[src/rtl/cory_dmx2_burst_pkg.sv]
// Shared definitions for the burst-locked 2-way demultiplexer.
// FSM state encodings used by the top-level router.
package cory_defs;

    typedef enum logic {
        ST_IDLE  = 1'b0,
        ST_BURST = 1'b1
    } state_t;

endpackage

[src/rtl/cory_dmx2_burst_skid2.sv]
// cory_skid2: 2-entry valid/ready buffer with registered output.
// A push and a pop in the same cycle keep the occupancy unchanged.
module cory_skid2 #(
    parameter int N = 9
) (
    input  logic         clk,
    input  logic         reset_n,
    input  logic         push,
    input  logic [N-1:0] push_data,
    output logic         full,
    output logic         valid,
    output logic [N-1:0] data,
    input  logic         ready
);

    logic [N-1:0] mem [2];
    logic         wr_ptr;
    logic         rd_ptr;
    logic [1:0]   count;
    logic         do_push;
    logic         pop;

    assign full    = (count == 2'd2);
    assign valid   = (count != 2'd0);
    assign do_push = push & ~full;
    assign pop     = valid & ready;
    // Empty buffer presents zeros so last/data never show stale or unknown values.
    assign data    = valid ? mem[rd_ptr] : '0;

    always_ff @(posedge clk) begin
        if (do_push) begin
            mem[wr_ptr] <= push_data;
        end
    end

    always_ff @(posedge clk or negedge reset_n) begin
        if (!reset_n) begin
            wr_ptr <= 1'b0;
            rd_ptr <= 1'b0;
            count  <= 2'd0;
        end else begin
            if (do_push) begin
                wr_ptr <= ~wr_ptr;
            end
            if (pop) begin
                rd_ptr <= ~rd_ptr;
            end
            count <= count + {1'b0, do_push} - {1'b0, pop};
        end
    end

endmodule

[src/rtl/cory_dmx2_burst.sv]
// Burst-locked 2-way demultiplexer: routes each tagged burst to output 0 or 1,
// locking the route on the header beat and holding it for len+1 beats.
module cory_dmx2_burst
    import cory_defs::*;
#(
    parameter int N = 8,
    parameter int L = 4
) (
    input  logic         clk,
    input  logic         reset_n,
    input  logic         i_a_v,
    input  logic [N-1:0] i_a_d,
    input  logic         i_a_s,
    input  logic [L-1:0] i_a_len,
    output logic         o_a_r,
    output logic         o_z0_v,
    output logic [N-1:0] o_z0_d,
    output logic         o_z0_last,
    input  logic         i_z0_r,
    output logic         o_z1_v,
    output logic [N-1:0] o_z1_d,
    output logic         o_z1_last,
    input  logic         i_z1_r,
    output logic         o_busy
);

    localparam logic [L-1:0] ONE = {{(L-1){1'b0}}, 1'b1};

    state_t       state, state_next;
    logic [L-1:0] cnt, cnt_next;
    logic         sel_q, sel_next;
    logic         rsel;
    logic         accept;
    logic         last;
    logic         full0, full1;

    // Only the buffer on the current route can hold off the input.
    assign rsel   = (state == ST_IDLE) ? i_a_s : sel_q;
    assign o_a_r  = rsel ? ~full1 : ~full0;
    assign accept = i_a_v & o_a_r;
    assign o_busy = (state == ST_BURST);

    always_comb begin
        state_next = state;
        cnt_next   = cnt;
        sel_next   = sel_q;
        last       = 1'b0;
        case (state)
            ST_IDLE: begin
                last = (i_a_len == '0);
                if (accept && (i_a_len != '0)) begin
                    sel_next   = i_a_s;
                    cnt_next   = i_a_len;
                    state_next = ST_BURST;
                end
            end
            ST_BURST: begin
                last = (cnt == ONE);
                if (accept) begin
                    cnt_next = cnt - ONE;
                    if (cnt == ONE) begin
                        state_next = ST_IDLE;
                    end
                end
            end
        endcase
    end

    always_ff @(posedge clk or negedge reset_n) begin
        if (!reset_n) begin
            state <= ST_IDLE;
            cnt   <= '0;
            sel_q <= 1'b0;
        end else begin
            state <= state_next;
            cnt   <= cnt_next;
            sel_q <= sel_next;
        end
    end

    cory_skid2 #(.N(N + 1)) u_skid0 (
        .clk       (clk),
        .reset_n   (reset_n),
        .push      (accept & ~rsel),
        .push_data ({last, i_a_d}),
        .full      (full0),
        .valid     (o_z0_v),
        .data      ({o_z0_last, o_z0_d}),
        .ready     (i_z0_r)
    );

    cory_skid2 #(.N(N + 1)) u_skid1 (
        .clk       (clk),
        .reset_n   (reset_n),
        .push      (accept & rsel),
        .push_data ({last, i_a_d}),
        .full      (full1),
        .valid     (o_z1_v),
        .data      ({o_z1_last, o_z1_d}),
        .ready     (i_z1_r)
    );

endmodule

[config.mk]
export PLATFORM = sky130hd
export DESIGN_NAME = cory_dmx2_burst
export DESIGN_NICKNAME = d
export VERILOG_FILES = /design/src/rtl/cory_dmx2_burst_pkg.sv /design/src/rtl/cory_dmx2_burst_skid2.sv /design/src/rtl/cory_dmx2_burst.sv
export SDC_FILE = /design/constraint.sdc
export NUM_CORES = 1
export LEC_CHECK = 0
export CAP_MARGIN = 15
export CORE_MARGIN = 2
export CORE_UTILIZATION = 40
export DETAILED_ROUTE_END_ITERATION = 8
export REMOVE_ABC_BUFFERS = 1
export SYNTH_ARGS = -nofsm -noshare
export SYNTH_HDL_FRONTEND = slang
export SYNTH_SLANG_ARGS = --single-unit
[constraint.sdc]
create_clock -name clk -period 2 [get_ports clk]
set_input_delay 0.2 -clock clk [delete_from_list [all_inputs] [get_ports clk]]
set_output_delay 0.2 -clock clk [all_outputs]
set_load 0.1 [all_outputs]
# Word-level counts from Yosys, hierarchy flattened
# Memories as Yosys holds them, arrays and structs flattened.
# Index checks and enable logic that the tools add are counted.
# Widths: inputs -> output; s select.
# totals
regBits	14
mem_bits_rw	36
input_bits	18
out_inout_bits	22
elab_cells	59
n_memories	2
# op_classes
addsub	5
n_eq_ne	5
mux	16
n_bitwise	15
n_reduce_logical	7
# mem_list
name	words	width	rd	rd_ports_with_merged_regs	write_ports	line	text
u_skid0.mem	2	9	1	0	1	cory_dmx2_burst_skid2.sv:16	logic [N-1:0] mem [2];
u_skid1.mem	2	9	1	0	1	cory_dmx2_burst_skid2.sv:16	
# ops
operator	n
$mux 9	2
$mux 1	9
$mux 4	2
$not 1->1	8
$pmux 4 s2	1
$and 1x1->1	7
$add 2x1->2	2
$eq 2x2->1 const B	2
$eq 4x1->1 const B	1
$logic_not 4->1	1
$ne 2x1->1 const B	2
$pmux 1 s2	2
$reduce_and 2->1	2
$reduce_bool 2->1	2
$reduce_bool 4->1	1
$sub 2x1->2	2
$sub 4x1->4 const B	1
$logic_and 1x1->1	1

# Logic depth before layout (Yosys ltp)
# Gate-level depths: netlist (run 1).
# logic_depth
word_depth	8
ltp_mapped	5
mapped_depth_nobuf	5

# By module
# A second synthesis (run 1) with hierarchy kept.
# hier_totals
hier_cells	160
hier_area_um2	2198.4
# by_module_without_submodules
mod	instances	cells_each	area_per_inst_um2	seq_area_each_um2
cory_skid2	2	57	880.8	640.6
cory_dmx2_burst	1	46	436.7	150.1

# Worst setup path before layout (run 1)
# Ideal clock, no wire load.
# synth_timing
kind	flip-flop to output port
from	reg state, in the netlist o_busy
to	out o_a_r
arrival_time_ns	2.900
required_ns	1.800
setup_slack_ns	-1.100
path_stages_with_launch	4
n_path_buf	0
path_cell_list	dfrtp_1 -> mux2i_1 -> nor2_1 -> a31oi_1
# synth_between
elab_chain_len	2
# synth_rtl
element	line	text
from (decl)	cory_dmx2_burst.sv:29	state_t state, state_next;
from (signal assigned)	cory_dmx2_burst.sv:75	state <= state_next;
$mux 1	cory_dmx2_burst.sv:38	assign rsel = (state == ST_IDLE) ? i_a_s : sel_q;
$mux 1	cory_dmx2_burst.sv:39	assign o_a_r = rsel ? ~full1 : ~full0;
to (decl)	cory_dmx2_burst.sv:15	output logic o_a_r,
# Every way passes these cells.

# Worst setup path in the final report (run 1)
# Ends and elaborated chain as after synthesis.

==> results.txt, run 1 <==
Clock Sinks: 50
CP endpoint kind: output port
CP peak stage delay: 380 ps
Syn_area_per_cell: 13.4 µm²
Critical path origin: o_busy
Setup CP Type: flop to output port
Cell accounting for the most synthesized area: edfxtp_1
Critical Path, Cell by Cell: mux2i_1, nor2_1, a31oi_1, buf_12
Post-Route Setup TNS: 0 ps
WL per Instance: 13.8 µm
Seq/Total Area, Yosys: 66.1%
CTS tree: done
Fraction of the cycle the final worst path needs: 87.8%
CTS Root Cell: clkbuf_8
Gr usage total: 14.3%
Cell area after synthesis: 0.00216 mm²
R2R setup slack: 340 ps
Slew margin rel.: 54.9%
Most numerous cell in the Yosys netlist: edfxtp_1
Fillers: 420
Yosys warning count: 0
DR pass1 iterations: 4
Status: finished, final reports clean
Critical path arrival: 1560 ps
Placer Congestion: 0.777
Post-CTS Resized: 0
Final core occ: 57.9%
Final WL: 3.93 mm
# H-tree levels: 2
Post-route insts no fill: 284
CTS Hold Bufs: 0
Largest net degree at the start of global routing: 17
Max Cap Viol: 0
Area of the multi-input gates: 663 µm²
Slowest cell on the critical path: dfrtp_1
Top-area cell type share of the netlist area: 49.9%
Critical R2R Launch: o_busy
CTS clk-pin slew, worst paths: 80 ps
IO buf count: 39
Core area: 0.00517 mm²
Post-Synthesis Cells: 162
FF+latch count, synth: 50
GRT Residual Overflow: 0
Final setup viols: 0
CP Launch Type: flop
Dpl hpwl: 3.03 mm
Die W: 77.6 µm
Post-CTS setup buffer count: 0
Clock skew: 6.09 ps
RSZ-0062 raised after global routing: no
EDFF count, synth: 36
Post-synth top cells: edfxtp_1, nor2_1, mux2i_1, dfrtp_1, inv_1
Detail Route Antenna Nets: 0
Die Ht: 77.6 µm
Highest Clock Rate: 569 MHz
Drt initial violations: 73
Io pins: 40
Slew Viols, Final: 0
FF/Latch Area: 0.00143 mm²
Vias: 1327
Die area: 0.00602 mm²
Post-place setup slack: 170 ps
Initial antenna violation count: 0
Share of layout cells above drive strength 1: 21.0%
Worst path top cell family by delay: flip-flops
Cts bufs inserted: 5
HP Class: primary input to async pin
Slew @ Worst Pin: 674 ps
ANT cells: 0
Clock Tree Buf Depth: 2
Critical path peak fanout: 4
Smallest setup slack after layout: 243 ps
Minimum clock period: 1760 ps
Area Overhead vs Synth: 38.4%
Critical path buffers and inverters: 1
Vias in the first global route: 1373
Initial Util: 41.8%
Site row count: 26
Yosys cell types: 29
Critical Path RT: 1800 ps
Ys async rst share: 28.0%
Final nets: 235
Vias/cell: 4.67
Worst-Skew Late Latency: 290 ps
Post-Place Cells: 276
Final hold viol count: 0
Dominant cells by area after synthesis: edfxtp_1, dfrtp_1, mux2i_1, nor2_1, xnor2_1
Top FF cell, synth: edfxtp_1
Drt drc: 0
First-pass GRT wire length: 6.51 mm
-- through the flow --
stage | hold slack (ps) | area, µm²
global placement | 474 | 2910
CTS | 322 | 3000
finish | 309 | 3000
global route | 349 | 3000
floorplan | -95.6 | 2130
detailed placement | 489 | 2910
-- placed cells by master, fill, tap and decap left out, drive strengths merged, types with 2 or more instances in the layout --
cell           synthesis  final
inv                   10     10
nor2b                  2      2
clkbuf                 2      6
clkinvlp               0      2
xor2                   4      4
clkdlybuf4s50          0     17
ha                     4      4
nand2                  2      2
buf                    5     34
xnor2                  6      6
nand3                  2      2
a21oi                  6      6
nor2                  31     31
dfrtp                 14     14
edfxtp                36     36
nand2b                 2      2
o21ai                  3      3
mux2i                 21     21
-- registers in the layout, indices dropped and copies added (netlist names) --
name / cells
sel_q: 1
u_skid1.mem: 18
o_busy: 1
u_skid1.wr_ptr: 1
u_skid0.wr_ptr: 1
u_skid0.count: 2
u_skid0.rd_ptr: 1
cnt: 4
u_skid0.mem: 18
u_skid1.count: 2
u_skid1.rd_ptr: 1
-- worst reg2reg max path: stages, from the launching register on --
cell	delay (ps)
dfrtp_1	380
mux2i_1	320
nand3_1	190
a211o_1	340
mux2_1	320
-- per-layer routing --
metal,vias up,GRT usage (%),share of wire [%]
li1,666,-,-
met1,620,15.7,41
met2,35,26.9,53
met3,6,3.84,4.8
met4,0,4.29,1.2
met5,-,0,0
-- cells by family after synthesis --
family / Yosys count / share of synthesized area [%]
adders and majority gates: 4 / 2.31
xor gates and xnor gates: 10 / 4.05
buffers and inverters: 17 / 3.24
muxes: 22 / 10.2
and+or+nand+nor: 43 / 8.84
DFF: 50 / 66.1
AOI/OAI and AO/OA: 16 / 5.20
-- area by class of cell --
class / count / area share, %
multi-input cells: 95 / 22.1
repair buffers: 51 / 23.0
clock inverters: 2 / 0.501
well taps: 70 / 2.92
clock buffers: 6 / 2.42
flip-flops and latches: 50 / 47.8
inverters: 10 / 1.25
-- final timing paths --
check | to | cells past startpoint
setup reg to reg | sel_q | 4
max in group asynchronous | u_skid0.rd_ptr | 1
min in group clk | u_skid1.wr_ptr | 1
setup / recovery | o_a_r | 4
hold / removal | sel_q | 1
hold reg to reg | u_skid1.wr_ptr | 1
Power of run 1 is not shown: default switching activity piles up to over one toggle a cycle in this logic, so the estimate is an artifact.
==> run 2: changes to the inputs <==
==> constraint.sdc (replaced) <==
create_clock -name clk -period 2 [get_ports clk]
set_input_delay 0.4 -clock clk [delete_from_list [all_inputs] [get_ports clk]]
set_output_delay 0.4 -clock clk [all_outputs]
set_load 0.1 [all_outputs]
==> run 2 against run 1 <==
Compared with the run above:
- non-clock buffer count rose by 5
- register-to-register slack worse by 40 ps
- via count up 6.6%
- die area stayed put
- maximum frequency down 8.9%
- critical path type is now primary input to output port
- largest cell class unchanged
==> results.txt, run 2 (synthesis gave the netlist of run 1 again) <==
Fraction of the cycle the final worst path needs: 96.4% (was 87.8%)
Minimum clock period: 1930 ps (was 1760 ps)
Setup CP Type: primary input to output port (was flop to output port)
Critical Path RT: 1600 ps (was 1800 ps)
Max Cap Viol: 0 (unchanged)
CP endpoint kind: output port (unchanged)
Highest Clock Rate: 519 MHz (was 569 MHz)
Commonest non-fill, non-tap cell in the layout: edfxtp_1 (unchanged)
# H-tree levels: 2 (unchanged)
Site row count: 26 (unchanged)
Initial Util: 41.8% (unchanged)
Slew Viols, Final: 0 (unchanged)
Die area: 0.00602 mm² (unchanged)
WL per Instance: 14.8 µm (was 13.8 µm)
R2R setup slack: 300 ps (was 340 ps)
Worst-Skew Late Latency: 300 ps (was 290 ps)
Final setup viols: 0 (unchanged)
Vias/cell: 4.89 (was 4.67)
Slew @ Worst Pin: 702 ps (was 674 ps)
Clock Tree Buf Depth: 2 (unchanged)
DR pass1 iterations: 4 (unchanged)
Core area: 0.00517 mm² (unchanged)
Slew margin rel.: 53.1% (was 54.9%)
ANT cells: 0 (unchanged)
Drt initial violations: 73 (unchanged)
Gr usage total: 15.7% (was 14.3%)
Final hold viol count: 0 (unchanged)
Drt drc: 0 (unchanged)
Detail Route Antenna Nets: 0 (unchanged)
CP Launch Type: primary input (was flop)
Critical path peak fanout: 4 (unchanged)
Most frequent cells in the layout: edfxtp_1, nor2_1, buf_12 (was edfxtp_1, nor2_1, mux2i_1, buf_12, clkdlybuf4s50_1)
Clock skew: 5.40 ps (was 6.09 ps)
Critical path arrival: 1530 ps (was 1560 ps)
HP Class: flop to flop (was primary input to async pin)
Fillers: 402 (was 420)
CTS Root Cell: clkbuf_8 (unchanged)
Die Ht: 77.6 µm (unchanged)
First-pass GRT wire length: 7.07 mm (was 6.51 mm)
Clock Sinks: 50 (unchanged)
GRT Residual Overflow: 0 (unchanged)
Placer Congestion: 0.749 (was 0.777)
Vias: 1414 (was 1327)
CTS Hold Bufs: 0 (unchanged)
IO buf count: 39 (unchanged)
CTS clk-pin slew, worst paths: 80 ps (about the same)
CTS tree: done (unchanged)
RSZ-0062 raised after global routing: no (unchanged)
Dpl hpwl: 3.30 mm (was 3.03 mm)
Cts bufs inserted: 5 (unchanged)
Largest regs: u_skid0.mem (18), u_skid1.mem (18), cnt (4) (unchanged)
Initial antenna violation count: 0 (unchanged)
Share of layout cells above drive strength 1: 24.2% (was 21.0%)
Area Overhead vs Synth: 43.3% (was 38.4%)
Status: finished, final reports clean (unchanged)
Post-Place Cells: 281 (was 276)
Final nets: 240 (was 235)
Largest net degree at the start of global routing: 17 (unchanged)
Vias in the first global route: 1453 (was 1373)
Post-route insts no fill: 289 (was 284)
Io pins: 40 (unchanged)
Final WL: 4.29 mm (was 3.93 mm)
Die W: 77.6 µm (unchanged)
-- run 2: path summary, 6_finish.rpt --
| check | to | cells past startpoint | startpoint |
|---|---|---|---|
| max | o_a_r | 5 | i_a_s |
| min | u_skid1.wr_ptr | 1 | u_skid1.wr_ptr |
| max reg2reg | cnt[1] | 6 | o_busy |
| min reg2reg | u_skid1.wr_ptr | 1 | u_skid1.wr_ptr |
| max in group asynchronous | u_skid1.rd_ptr | 1 | reset_n |
| min in group asynchronous | u_skid0.count[0] | 1 | reset_n |
-- run 2: timing repair --
action,in CTS,in global routing
resized for setup,2,2
buffers inserted,0,0
pin swaps,0,1
setup endpoints to repair,10,1
-- run 2: layout make-up --
cell class / count / area (µm²) / share of cell area (%)
multi-input combinational: 95 / 682 / 22.0
clock inverter: 2 / 38.8 / 1.25
tap: 70 / 87.6 / 2.82
timing repair buffer: 56 / 751 / 24.2
clock buffer: 6 / 72.6 / 2.34
sequential: 50 / 1430 / 46.2
inverter: 10 / 37.5 / 1.21
-- run 2: per-layer routing --
metal,up-vias,share of wire [%],routed length [µm],GRT usage [%]
met1,690,39,1670,17.5
met3,10,3.9,166,4.65
met2,36,56,2400,28.5
met5,-,0,0,0
li1,678,-,-,-
met4,0,1.3,55,5.18
-- run 2: worst max-delay path: stages --
cell and delay [ps]:
clkdlybuf4s50_1 450, mux2i_4 200, nor2_1 80, a31oi_2 200
buf_12 200
-- run 2: metrics by stage --
stage	TNS (ps)	setup WS [ps]	util (%)	instance area [µm²]	hold WS, ps
floorplan	-35710	-1460	-	2130	104
finish	0	72.1	60.0	3100	500
global route	0	20.6	60.0	3100	516
detailed placement	-940	-69.4	57.4	2970	486
global placement	-751	-41.6	57.4	2970	474
CTS	0	16.0	59.7	3090	501
Power of run 2 is left out for the same reason.
